## config.mk

```make
export PLATFORM = sky130hd
export DESIGN_NAME = alu_operand_wb
export DESIGN_NICKNAME = d
export VERILOG_FILES = /design/src/rtl/alu_operand_wb.sv
export SDC_FILE = /design/constraint.sdc
export NUM_CORES = 1
export LEC_CHECK = 0
export ABC_CLOCK_PERIOD_IN_PS = 3400
export BUFFER_PORTS_ARGS = -buffer_cell sky130_fd_sc_hd__buf_2
export CORE_UTILIZATION = 55
export CTS_CLUSTER_DIAMETER = 40
export DETAILED_ROUTE_END_ITERATION = 6
export GPL_TIMING_DRIVEN = 0
export PLACE_DENSITY = 0.86
export REMOVE_ABC_BUFFERS = 1
export SLEW_MARGIN = 10
export SYNTH_ARGS = -nofsm -noshare
export SYNTH_HDL_FRONTEND = slang
export SYNTH_SLANG_ARGS = --single-unit
```

## constraint.sdc

```tcl
create_clock -name clk -period 3.4 [get_ports clk]
set_input_delay 0.17 -clock clk [delete_from_list [all_inputs] [get_ports clk]]
set_output_delay 0.17 -clock clk [all_outputs]
set_load 0.005 [all_outputs]
```

## src/rtl/alu_operand_wb.sv

```systemverilog
// alu_operand_wb
//
// Operand-issue / write-back stage for a combinational ALU slice with the
// R1/R2/R3/c_out port shape (e.g. slt_mod). A small register file feeds two
// registered operands to the slice on a valid/ready handshake. After one
// settle cycle, the result and carry are written back into the file and a
// flag register.
//
// Ports:
//   clk, rst_n          rising-edge clock, synchronous active-low reset
//   in_valid/in_ready   operation handshake (ready only in IDLE)
//   a_sel, b_sel        register indices driven onto R2 / R3
//   dst_sel             register index written with R1 at write-back
//   R2, R3              registered operands to the ALU slice
//   R1, c_in            result and carry-out returned by the ALU slice
//   ld_en/ld_addr/ld_data  direct register load, honoured only in IDLE
//   rd_addr/rd_data     combinational debug read of the register file
//   done                one-cycle pulse after a write-back
//   c_flag              c_in captured at the last write-back
//   op_count            completed operations, modulo 256

module alu_operand_wb #(
    parameter int size = 4,
    parameter int NREG = 4,
    parameter int AW   = 2
) (
    input  logic            clk,
    input  logic            rst_n,
    input  logic            in_valid,
    output logic            in_ready,
    input  logic [AW-1:0]   a_sel,
    input  logic [AW-1:0]   b_sel,
    input  logic [AW-1:0]   dst_sel,
    output logic [size-1:0] R2,
    output logic [size-1:0] R3,
    input  logic [size-1:0] R1,
    input  logic            c_in,
    input  logic            ld_en,
    input  logic [AW-1:0]   ld_addr,
    input  logic [size-1:0] ld_data,
    input  logic [AW-1:0]   rd_addr,
    output logic [size-1:0] rd_data,
    output logic            done,
    output logic            c_flag,
    output logic [7:0]      op_count
);

    typedef enum logic [1:0] {
        IDLE    = 2'd0,
        ISSUE   = 2'd1,
        CAPTURE = 2'd2
    } state_t;

    state_t          state;
    state_t          state_nxt;
    logic [size-1:0] rf [NREG];
    logic [AW-1:0]   dst_q;
    logic            accept;

    assign in_ready = (state == IDLE);
    assign accept   = in_valid & in_ready;
    assign rd_data  = rf[rd_addr];

    // ISSUE is the settle cycle for the combinational slice; CAPTURE ends
    // with the write-back edge and a return to IDLE.
    always_comb begin
        state_nxt = state;
        case (state)
            IDLE:    if (accept) state_nxt = ISSUE;
            ISSUE:   state_nxt = CAPTURE;
            CAPTURE: state_nxt = IDLE;
            default: state_nxt = IDLE;
        endcase
    end

    always_ff @(posedge clk) begin
        if (!rst_n) begin
            state    <= IDLE;
            R2       <= '0;
            R3       <= '0;
            dst_q    <= '0;
            done     <= 1'b0;
            c_flag   <= 1'b0;
            op_count <= 8'd0;
            for (int i = 0; i < NREG; i++) begin
                rf[i] <= '0;
            end
        end else begin
            state <= state_nxt;
            done  <= 1'b0;

            // Loads are dropped outside IDLE. Operand reads below see the
            // pre-edge file contents, so a same-cycle load is not forwarded.
            if ((state == IDLE) && ld_en) begin
                rf[ld_addr] <= ld_data;
            end

            if (accept) begin
                dst_q <= dst_sel;
                R2    <= rf[a_sel];
                R3    <= rf[b_sel];
            end

            if (state == CAPTURE) begin
                rf[dst_q] <= R1;
                c_flag    <= c_in;
                op_count  <= op_count + 8'd1;
                done      <= 1'b1;
            end
        end
    end

endmodule

```

==> impl_metrics.json, run 1 <==
{
  "ys_types": 35,
  "crit_buf_inv": 0,
  "dr.pass1.iters": 4,
  "hold_path_depth": 3,
  "cts_buffers": 5,
  "grt_max_degree": 21,
  "crit_arrival_ns": 2.10,
  "synth_seq_cells": 38,
  "synth_area_leaders": "edfxtp_1 25%, dfxtp_1 23%, mux4_2 14%",
  "post-dp-hpwl_um": 3070,
  "clk_latency_ns": 0.35,
  "synth-edff-count": 16,
  "cts.sinks": 38,
  "area_growth_pct": 16.6,
  "coreArea_um2": 3180,
  "ioPinCount": 46,
  "grt.total_usage_pct": 24.1,
  "skew_ns": 0.0116,
  "synthAdderAreaFrac_pct": 0.658,
  "rsz0062_at_grt": "false",
  "synth_flop_cell": "dfxtp_1",
  "ant_nets": 0,
  "period_share_pct": 61.8,
  "clk_pin_slew_ns": 0.12,
  "powerDensity_nw_per_um2": 424,
  "die_y_um": 60.8,
  "cp-start-kind": "flop",
  "nets": 229,
  "syn_avg_cell_area_um2": 11.8,
  "cap_violations": 0,
  "num_rows": 20,
  "synth-simple-area-share_pct": 18.1,
  "synth_seq_area_share_pct": 48.4,
  "post_cts_buffers": 0,
  "antenna_cells": 0,
  "irDropWorstVdd_mv": 0.362,
  "async_flop_share_pct": 0,
  "cts.path.max_buffers": 2,
  "routed_wl_um": 4020,
  "min_period_ns": 2.10,
  "timing.setup.tns_ns": 0,
  "ys.warnings.count": 0,
  "vias": 1451,
  "initial_core_util_pct": 59.8,
  "place_congestion": 0.860,
  "setup.worst_path.class": "reg -> reg",
  "p_leak_nw": 0.916,
  "yosys.area.top_type": "edfxtp_1",
  "die_area_um2": 3700,
  "worst_path_max_delay_cell": "dfxtp_1",
  "rr_worst_depth": 3,
  "cp_slowest_stage_delay_ns": 0.74,
  "synth_compound_area_share_pct": 10.6,
  "required_ns": 3.40,
  "crit_family": "compound AO/OA/AOI/OAI gates",
  "setup_viol": 0,
  "total_power_uw": 939,
  "yosys.area.top_type_share_pct": 25.3,
  "synth.area.mux_share_pct": 17.4,
  "antenna_found_initial": 0,
  "cp.depth": 3,
  "vias_per_cell": 5.80,
  "end_kind": "flop",
  "grt-ovfl-total": 0,
  "hp-class": "in -> reg",
  "timing_hold_violations_final": 0,
  "critPathMaxFanout": 19,
  "status": "completed",
  "hold_buffers": 0,
  "grt_pass1_vias": 1323,
  "cts_tree": "built",
  "h-tree-depth": 2,
  "clockRootBuffer": "clkbuf_4",
  "drive_above_1_share_pct": 33.5,
  "cts.repair.resized": 0,
  "drc_errors": 0,
  "fmaxAchievable_mhz": 476,
  "nFillCells": 243,
  "crit_chain": "nor3b_1 > o21a_1 > o21ai_0",
  "initialDrtViolationCount": 81,
  "grt_pass1_wl_um": 6180,
  "synthXorXnorAreaFrac_pct": 0.921,
  "die_width_um": 60.8,
  "synth_area_um2": 1900,
  "slew_violations": 0,
  "slew_headroom_pct": 49.6,
  "synth_top_family_by_area": "simple AND/OR/NAND/NOR gates",
  "portBuffers": 45,
  "worst_pin_slew_ns": 0.753,
  "synthCells": 161,
  "wl_per_cell_um": 16.1
}
[final timing paths]
check                   start           to  slack [ns]
setup / recovery     state[1]     rf[1][1]        1.30
hold / removal     dst_sel[1]     dst_q[1]        0.06
setup reg to reg     state[1]     rf[1][1]        1.30
hold reg to reg   op_count[7]  op_count[7]        0.47
[synth_stat cells, types with 4 or more instances]
| library cell | instances |
|---|---|
| a21o_1 | 4 |
| o2bb2ai_1 | 8 |
| nand2_1 | 16 |
| dfxtp_1 | 22 |
| nor3_1 | 12 |
| nor2_1 | 8 |
| nand3b_1 | 5 |
| mux2i_1 | 6 |
| o21ai_0 | 4 |
| inv_1 | 7 |
| mux4_2 | 12 |
| nor3b_1 | 4 |
| edfxtp_1 | 16 |
[registers in the layout, summed over array words and instances (netlist names)]
signal / cells
dst_q: 2
c_flag: 1
op_count: 8
rf: 16
R3: 4
R2: 4
done: 1
state: 2
[worst register-to-register path: stages, from the launching register on]
cell	delay [ns]
dfxtp_1	0.74
nor3b_1	0.20
o21a_1	0.29
o21ai_0	0.51
[layer usage]
layer / wire length [µm] / track usage (%)
met1: 1530 / 26.4
met4: 72 / 10.4
met5: 0 / 0
met3: 230 / 8.10
met2: 2190 / 42.5
[final cells by class]
cell class,count,area (µm²),area share (%)
clock inverter,2,37.5,1.69
inverter,7,26.3,1.19
multi-input combinational,108,911,41.1
clock buffer,6,41.3,1.86
sequential,38,921,41.5
timing repair buffer,45,225,10.2
tap,44,55.1,2.48
[logic make-up (layout without fill, tap and decap cells)]
family | after synthesis | after routing
simple gates | 62 | 62
compound gates | 25 | 25
xor+xnor | 2 | 2
buf+inv | 15 | 60
flops | 38 | 38
fa+ha+maj | 1 | 1
mux | 18 | 18
[layout by cell type, fill, tap and decap left out, types with 2 or more instances in the layout]
cell type and n:
o31ai_1 2, nand2_1 16, buf_2 45, clkbuf_4 5, o21ai_2 2, nand2b_1 3
a21oi_1 3, mux4_2 12, dfxtp_1 22, inv_1 7, o21ai_0 4, nand3b_1 5
and2_1 2, nor2b_1 2, and2b_1 2, o2bb2ai_1 8, or4_1 2, nor3b_1 3
nor2_1 8, mux2i_1 6, edfxtp_1 16, nor3_1 12, a21o_1 4
[stage by stage]
step	worst slack [ns]	hold WS (ns)	cell area (µm²)	instances	util (%)
after CTS	1.07	0.0571	2210	250	69.6
after global placement	1.23	0.408	2130	242	67.1
after detailed placement	1.12	0.416	2130	242	67.1
after floorplan	1.59	0.292	1850	153	-
after global routing	1.16	0.0667	2220	250	69.8
final	1.30	0.0645	2220	250	69.8
[power by group]
part           switching, mW  leakage (nW)  internal (mW)  total, mW
Combinational         0.0589         0.533         0.0593      0.118
Sequential            0.0196         0.345          0.498      0.518
Clock                  0.148        0.0385          0.155      0.304
Total                  0.227         0.916          0.712      0.939
Power figures use the tool's default switching activity.
==> run 2: changes to the inputs <==
--- a/config.mk
+++ b/config.mk
@@ -5,13 +5,13 @@
 export SDC_FILE = /design/constraint.sdc
 export NUM_CORES = 1
 export LEC_CHECK = 0
-export ABC_CLOCK_PERIOD_IN_PS = 3400
+export ABC_CLOCK_PERIOD_IN_PS = 2150
 export BUFFER_PORTS_ARGS = -buffer_cell sky130_fd_sc_hd__buf_2
-export CORE_UTILIZATION = 55
+export CORE_UTILIZATION = 53
 export CTS_CLUSTER_DIAMETER = 40
 export DETAILED_ROUTE_END_ITERATION = 6
 export GPL_TIMING_DRIVEN = 0
-export PLACE_DENSITY = 0.86
+export PLACE_DENSITY = 0.83
 export REMOVE_ABC_BUFFERS = 1
 export SLEW_MARGIN = 10
 export SYNTH_ARGS = -nofsm -noshare
==> constraint.sdc (replaced) <==
create_clock -name clk -period 2.15 [get_ports clk]
set_input_delay 0.1075 -clock clk [delete_from_list [all_inputs] [get_ports clk]]
set_output_delay 0.1075 -clock clk [all_outputs]
set_load 0.005 [all_outputs]
==> run 2 against run 1 <==
Against the previous run:
- first-iteration DRC count is 42% higher
- non-clock buffer count stayed put
- wire length is 4.5% lower
- clock skew is 0.0067 ns lower
- via count is 2.1% lower
- maximum frequency is 13% higher
- sequential power is 58% higher
- combinational power is 56% higher
- hold slack worse by 0.053 ns
- flip-flop and latch count stayed put
- cell area is 0.96% lower
- critical path type unchanged
- largest power group unchanged
==> impl_metrics.json, run 2 (synthesized netlist as in run 1, its figures left out) <==
{
  "ant_nets": 0,
  "rr_worst_depth": 3,
  "place_congestion": 0.816,
  "slew_violations": 0,
  "crit_arrival_ns": 1.84,
  "combPwrFrac_pct": 13.6,
  "grt-busiest-layer": "met2",
  "skew_ns": 0.00493,
  "cap_violations": 0,
  "switching_share_pct": 25.6,
  "required_ns": 2.13,
  "clk_latency_ns": 0.33,
  "timing_hold_violations_final": 0,
  "rsz0062_at_grt": "false",
  "antenna_found_initial": 0,
  "grt.total_usage_pct": 22.7,
  "cp-start-kind": "flop",
  "die_width_um": 61.9,
  "die_y_um": 61.9,
  "reg.largest.list": "rf x16, op_count x8",
  "crit_buf_inv": 0,
  "clockRootBuffer": "clkbuf_4",
  "layout_commonest_cell": "buf_2",
  "top_register": "rf",
  "vias": 1421,
  "hold_path_depth": 3,
  "wl_per_cell_um": 15.3,
  "area_growth_pct": 15.5,
  "num_rows": 21,
  "setup.worst_path.class": "reg -> reg",
  "coreArea_um2": 3390,
  "p_leak_nw": 0.907,
  "grt_use_met2_pct": 40.6,
  "critPathMaxFanout": 19,
  "p_int_mw": 1.00,
  "crit_family": "compound AO/OA/AOI/OAI gates",
  "utilization_pct": 64.8,
  "layout.cells.most_common_list": "45 x buf_2, 21 x dfxtp_1, 16 x nand2_1, 16 x edfxtp_1",
  "h-tree-depth": 2,
  "vias_per_cell": 5.64,
  "dr.pass1.iters": 4,
  "worst_path_max_delay_cell": "dfxtp_2",
  "grt_pass1_wl_um": 6040,
  "grt-ovfl-total": 0,
  "post_cts_buffers": 0,
  "clkPwrFrac_pct": 25.7,
  "cts.path.max_buffers": 2,
  "grt_max_degree": 21,
  "p_switching_uw": 345,
  "die_area_um2": 3830,
  "initialDrtViolationCount": 115,
  "initial_core_util_pct": 56.1,
  "seq_power_share_pct": 60.6,
  "slew_headroom_pct": 50.3,
  "status": "completed",
  "clk_pin_slew_ns": 0.11,
  "cts_buffers": 5,
  "cp_slowest_stage_delay_ns": 0.55,
  "nets": 229,
  "total_power_mw": 1.35,
  "routed_wl_um": 3840,
  "grt_pass1_vias": 1293,
  "worst_pin_slew_ns": 0.742,
  "setup_viol": 0,
  "antenna_cells": 0,
  "grt_use_met1_pct": 26.0,
  "cts.sinks": 38,
  "largest_reg_flops": 16,
  "powerDensity_nw_per_um2": 614,
  "ioPinCount": 46,
  "fmaxAchievable_mhz": 538,
  "irDropWorstVdd_mv": 0.278,
  "min_period_ns": 1.86,
  "hp-class": "in -> reg",
  "drc_errors": 0,
  "drive_above_1_share_pct": 34.0,
  "cts_tree": "built",
  "cp.depth": 3,
  "end_kind": "flop",
  "crit_chain": "nor2b_1 > o21ai_2 > o21ai_0",
  "grt_use_met3_pct": 7.25,
  "post-dp-hpwl_um": 2990,
  "portBuffers": 45,
  "period_share_pct": 86.4
}
[run 2: cell types whose count changed in the layout (fill, tap and decap cells not counted)]
cell       delta
bufinv_16     -1
clkbuf_1      -1
clkinv_1      +1
clkinv_2      +1
dfxtp_1       -1
dfxtp_2       +1
[run 2: metal layers]
layer	share of wire, %	routed length [µm]
met1	38	1470
met2	55	2120
met3	5.7	221
met4	0.81	31
met5	0	0
[run 2: worst paths after layout]
kind | slack (ns) | endpoint | start
setup / recovery | 0.29 | rf[0][2] | state[1]
hold / removal | 0.01 | c_flag | c_in
setup reg to reg | 0.29 | rf[0][2] | state[1]
hold reg to reg | 0.46 | R2[1] | R2[1]
[run 2: final cells by class]
class | instances | area, µm²
Multi-Input combinational cell | 108 | 911
Fill cell | 274 | 1190
Inverter | 7 | 26.3
Sequential cell | 38 | 922
Timing Repair Buffer | 45 | 225
Clock inverter | 3 | 16.3
Tap cell | 46 | 57.6
Clock buffer | 5 | 37.5
[run 2: repair_timing]
item                       CTS  global route
hold buffers                 0             0
setup endpoints to repair    9            12
resized for setup            1             1
[run 2: power by group through the flow]
stage | registers [mW] | clock network [mW] | logic, mW
floorplan | 0.823 | 0 | 0.110
global placement | 0.827 | 0 | 0.177
detailed placement | 0.833 | 0 | 0.184
CTS | 0.816 | 0.354 | 0.185
global route | 0.821 | 0.388 | 0.204
finish | 0.817 | 0.347 | 0.184
[run 2: per-stage QoR]
step	std cells	hold slack (ns)	setup WS, ns	setup TNS (ns)	cell area (µm²)
final	252	0.0112	0.293	0	2200
after detailed placement	244	0.356	-0.139	-1.03	2140
after global placement	244	0.348	0.00616	0	2140
after floorplan	153	0.229	0.338	0	1850
after CTS	252	0.00448	0.0882	0	2190
after global routing	252	0.00555	0.181	0	2200
[run 2: worst register-to-register path, stage by stage (launching register included)]
cell and delay [ns]:
dfxtp_2 0.55, nor2b_1 0.28, o21ai_2 0.17, o21ai_0 0.52
==> run 3: changes to the inputs <==
--- a/config.mk
+++ b/config.mk
@@ -7,11 +7,11 @@
 export LEC_CHECK = 0
 export ABC_CLOCK_PERIOD_IN_PS = 2150
 export BUFFER_PORTS_ARGS = -buffer_cell sky130_fd_sc_hd__buf_2
-export CORE_UTILIZATION = 53
+export CORE_UTILIZATION = 40
 export CTS_CLUSTER_DIAMETER = 40
 export DETAILED_ROUTE_END_ITERATION = 6
 export GPL_TIMING_DRIVEN = 0
-export PLACE_DENSITY = 0.83
+export PLACE_DENSITY = 0.67
 export REMOVE_ABC_BUFFERS = 1
 export SLEW_MARGIN = 10
 export SYNTH_ARGS = -nofsm -noshare
==> run 3 against run 2 <==
Against the previous run:
- the flow now finishes with violations (design-rule violations)
- combinational power barely moved
- sequential power barely moved
- core utilization fell by 14 points
- clock-buffer cell count did not move
- wire length fell by 5.9%
==> impl_metrics.json, run 3 (synthesized netlist as in run 1, its figures left out) <==
{
  "clockRootBuffer": "clkbuf_8",
  "worst_pin_slew_ns": 0.745,
  "p_switching_uw": 372,
  "slew_headroom_pct": 50.1,
  "routed_wl_um": 3620,
  "crit_arrival_ns": 1.80,
  "seq_power_share_pct": 47.5,
  "layout.cells.most_common_list": "45 x buf_2, 21 x dfxtp_1, 16 x nand2_1, 16 x edfxtp_1",
  "antenna_found_initial": 0,
  "p_leak_nw": 0.944,
  "layout_commonest_cell": "buf_2",
  "powerDensity_nw_per_um2": 750,
  "skew_ns": 0.00551,
  "holdWs_ns": 0.0631,
  "rr_endpoint": "rf[2][2]",
  "num_rows": 24,
  "cts_tree": "built",
  "cap_violations": 0,
  "initialDrtViolationCount": 63,
  "p_int_mw": 1.34,
  "ioPinCount": 46,
  "initial_core_util_pct": 42.5,
  "dr.pass1.iters": 7,
  "switching_share_pct": 21.7,
  "vias": 1377,
  "timing.setup.tns_ns": 0,
  "rr_worst_depth": 3,
  "clk_pin_slew_ns": 0.08,
  "r2r_start": "state[1]",
  "grt-ovfl-total": 0,
  "critPathMaxFanout": 19,
  "nets": 229,
  "largest_reg_flops": 16,
  "antenna_cells": 0,
  "ff2ff_setup_slack_ns": 0.28,
  "die_width_um": 71.0,
  "fmaxAchievable_mhz": 535,
  "period_share_pct": 86.9,
  "stdcell_count": 258,
  "setup_viol": 0,
  "portBuffers": 45,
  "place_inst": 250,
  "combPwrFrac_pct": 10.7,
  "irDropWorstVdd_mv": 0.341,
  "cp-endpoint": "rf[2][2]",
  "grt.total_usage_pct": 15.7,
  "utilization_pct": 51.0,
  "clk_latency_ns": 0.29,
  "die_area_um2": 5030,
  "violations": "design-rule violations",
  "drc_errors": 2,
  "hp-class": "in -> reg",
  "clkPwrFrac_pct": 41.8,
  "hold_buffers": 0,
  "coreArea_um2": 4470,
  "place_congestion": 0.739,
  "slew_violations": 0,
  "grt_pass1_wl_um": 6000,
  "grt_pass1_vias": 1280,
  "cts.sinks": 38,
  "die_y_um": 71.0,
  "rsz0062_at_grt": "false",
  "crit_start": "state[1]",
  "drive_above_1_share_pct": 34.0,
  "timing_hold_violations_final": 0,
  "h-tree-depth": 2,
  "wl_per_cell_um": 14.0,
  "top_register": "rf",
  "grt_max_degree": 21,
  "vias_per_cell": 5.34,
  "post-dp-hpwl_um": 2740,
  "status": "finished, violations left",
  "min_period_ns": 1.87,
  "ant_nets": 0,
  "cts.path.max_buffers": 2,
  "setup.worst_path.class": "reg -> reg",
  "required_ns": 2.09,
  "cts_buffers": 5,
  "end_kind": "flop",
  "area_growth_pct": 20.0,
  "cp-start-kind": "flop",
  "reg.largest.list": "rf x16, op_count x8"
}
run 3: cell count changes in the layout (fill, tap and decap cells not counted), sizes merged:
cell	delta
bufinv	+2
clkinv	-1
clkinvlp	-1
run 3: power groups by stage:
stage	sequential, mW	combinational (mW)	clock [mW]
floorplan	0.823	0.110	0
global placement	0.828	0.183	0
detailed placement	0.831	0.185	0
CTS	0.814	0.185	0.725
global route	0.820	0.200	0.753
finish	0.814	0.183	0.715
run 3: critical path, cell delays in order, from the launching register on:
cell and delay [ns]:
dfxtp_2 0.42, nor3b_1 0.39, o21ai_2 0.20, o21ai_0 0.50
run 3: cell type report:
type	instances	area, µm²
clock buffers	5	68.8
well taps	52	65.1
clock inverters	3	63.8
fillers	419	2190
repair buffers	45	225
inverters	7	26.3
flip-flops and latches	38	922
multi-input cells	108	911
run 3: what timing repair did:
| action | 4_1_cts | 5_1_grt |
|---|---|---|
| gates resized for setup | 0 | 1 |
| endpoints found under the setup margin | 0 | 12 |
| buffers inserted | 0 | 0 |
| hold endpoints to repair | 0 | 0 |
run 3: worst min path at each step:
stage	from	end	slack (ns)	cells past startpoint
floorplan	rst_n	done	0.23	1
global placement	c_in	c_flag	0.35	3
detailed placement	dst_sel[1]	dst_q[1]	0.35	3
CTS	dst_sel[1]	dst_q[1]	0.06	3
global route	dst_sel[1]	dst_q[1]	0.06	3
finish	c_in	c_flag	0.06	3
run 3: layer usage:
metal  routed length, µm  up-vias  track usage (%)
li1                    -      690                -
met1                1690      643             19.5
met2                1690       37             25.3
met3                 162        7             3.99
met4                  69        0             8.22
met5                   0        -                0
run 3: per-stage QoR:
step / setup slack (ns) / total power, mW / instance area, µm²
after floorplan: 0.338 / 0.933 / 1850
after global placement: -0.120 / 1.01 / 2140
after detailed placement: 0.0908 / 1.02 / 2150
after CTS: 0.0805 / 1.72 / 2280
after global routing: 0.130 / 1.77 / 2280
final: 0.282 / 1.71 / 2280
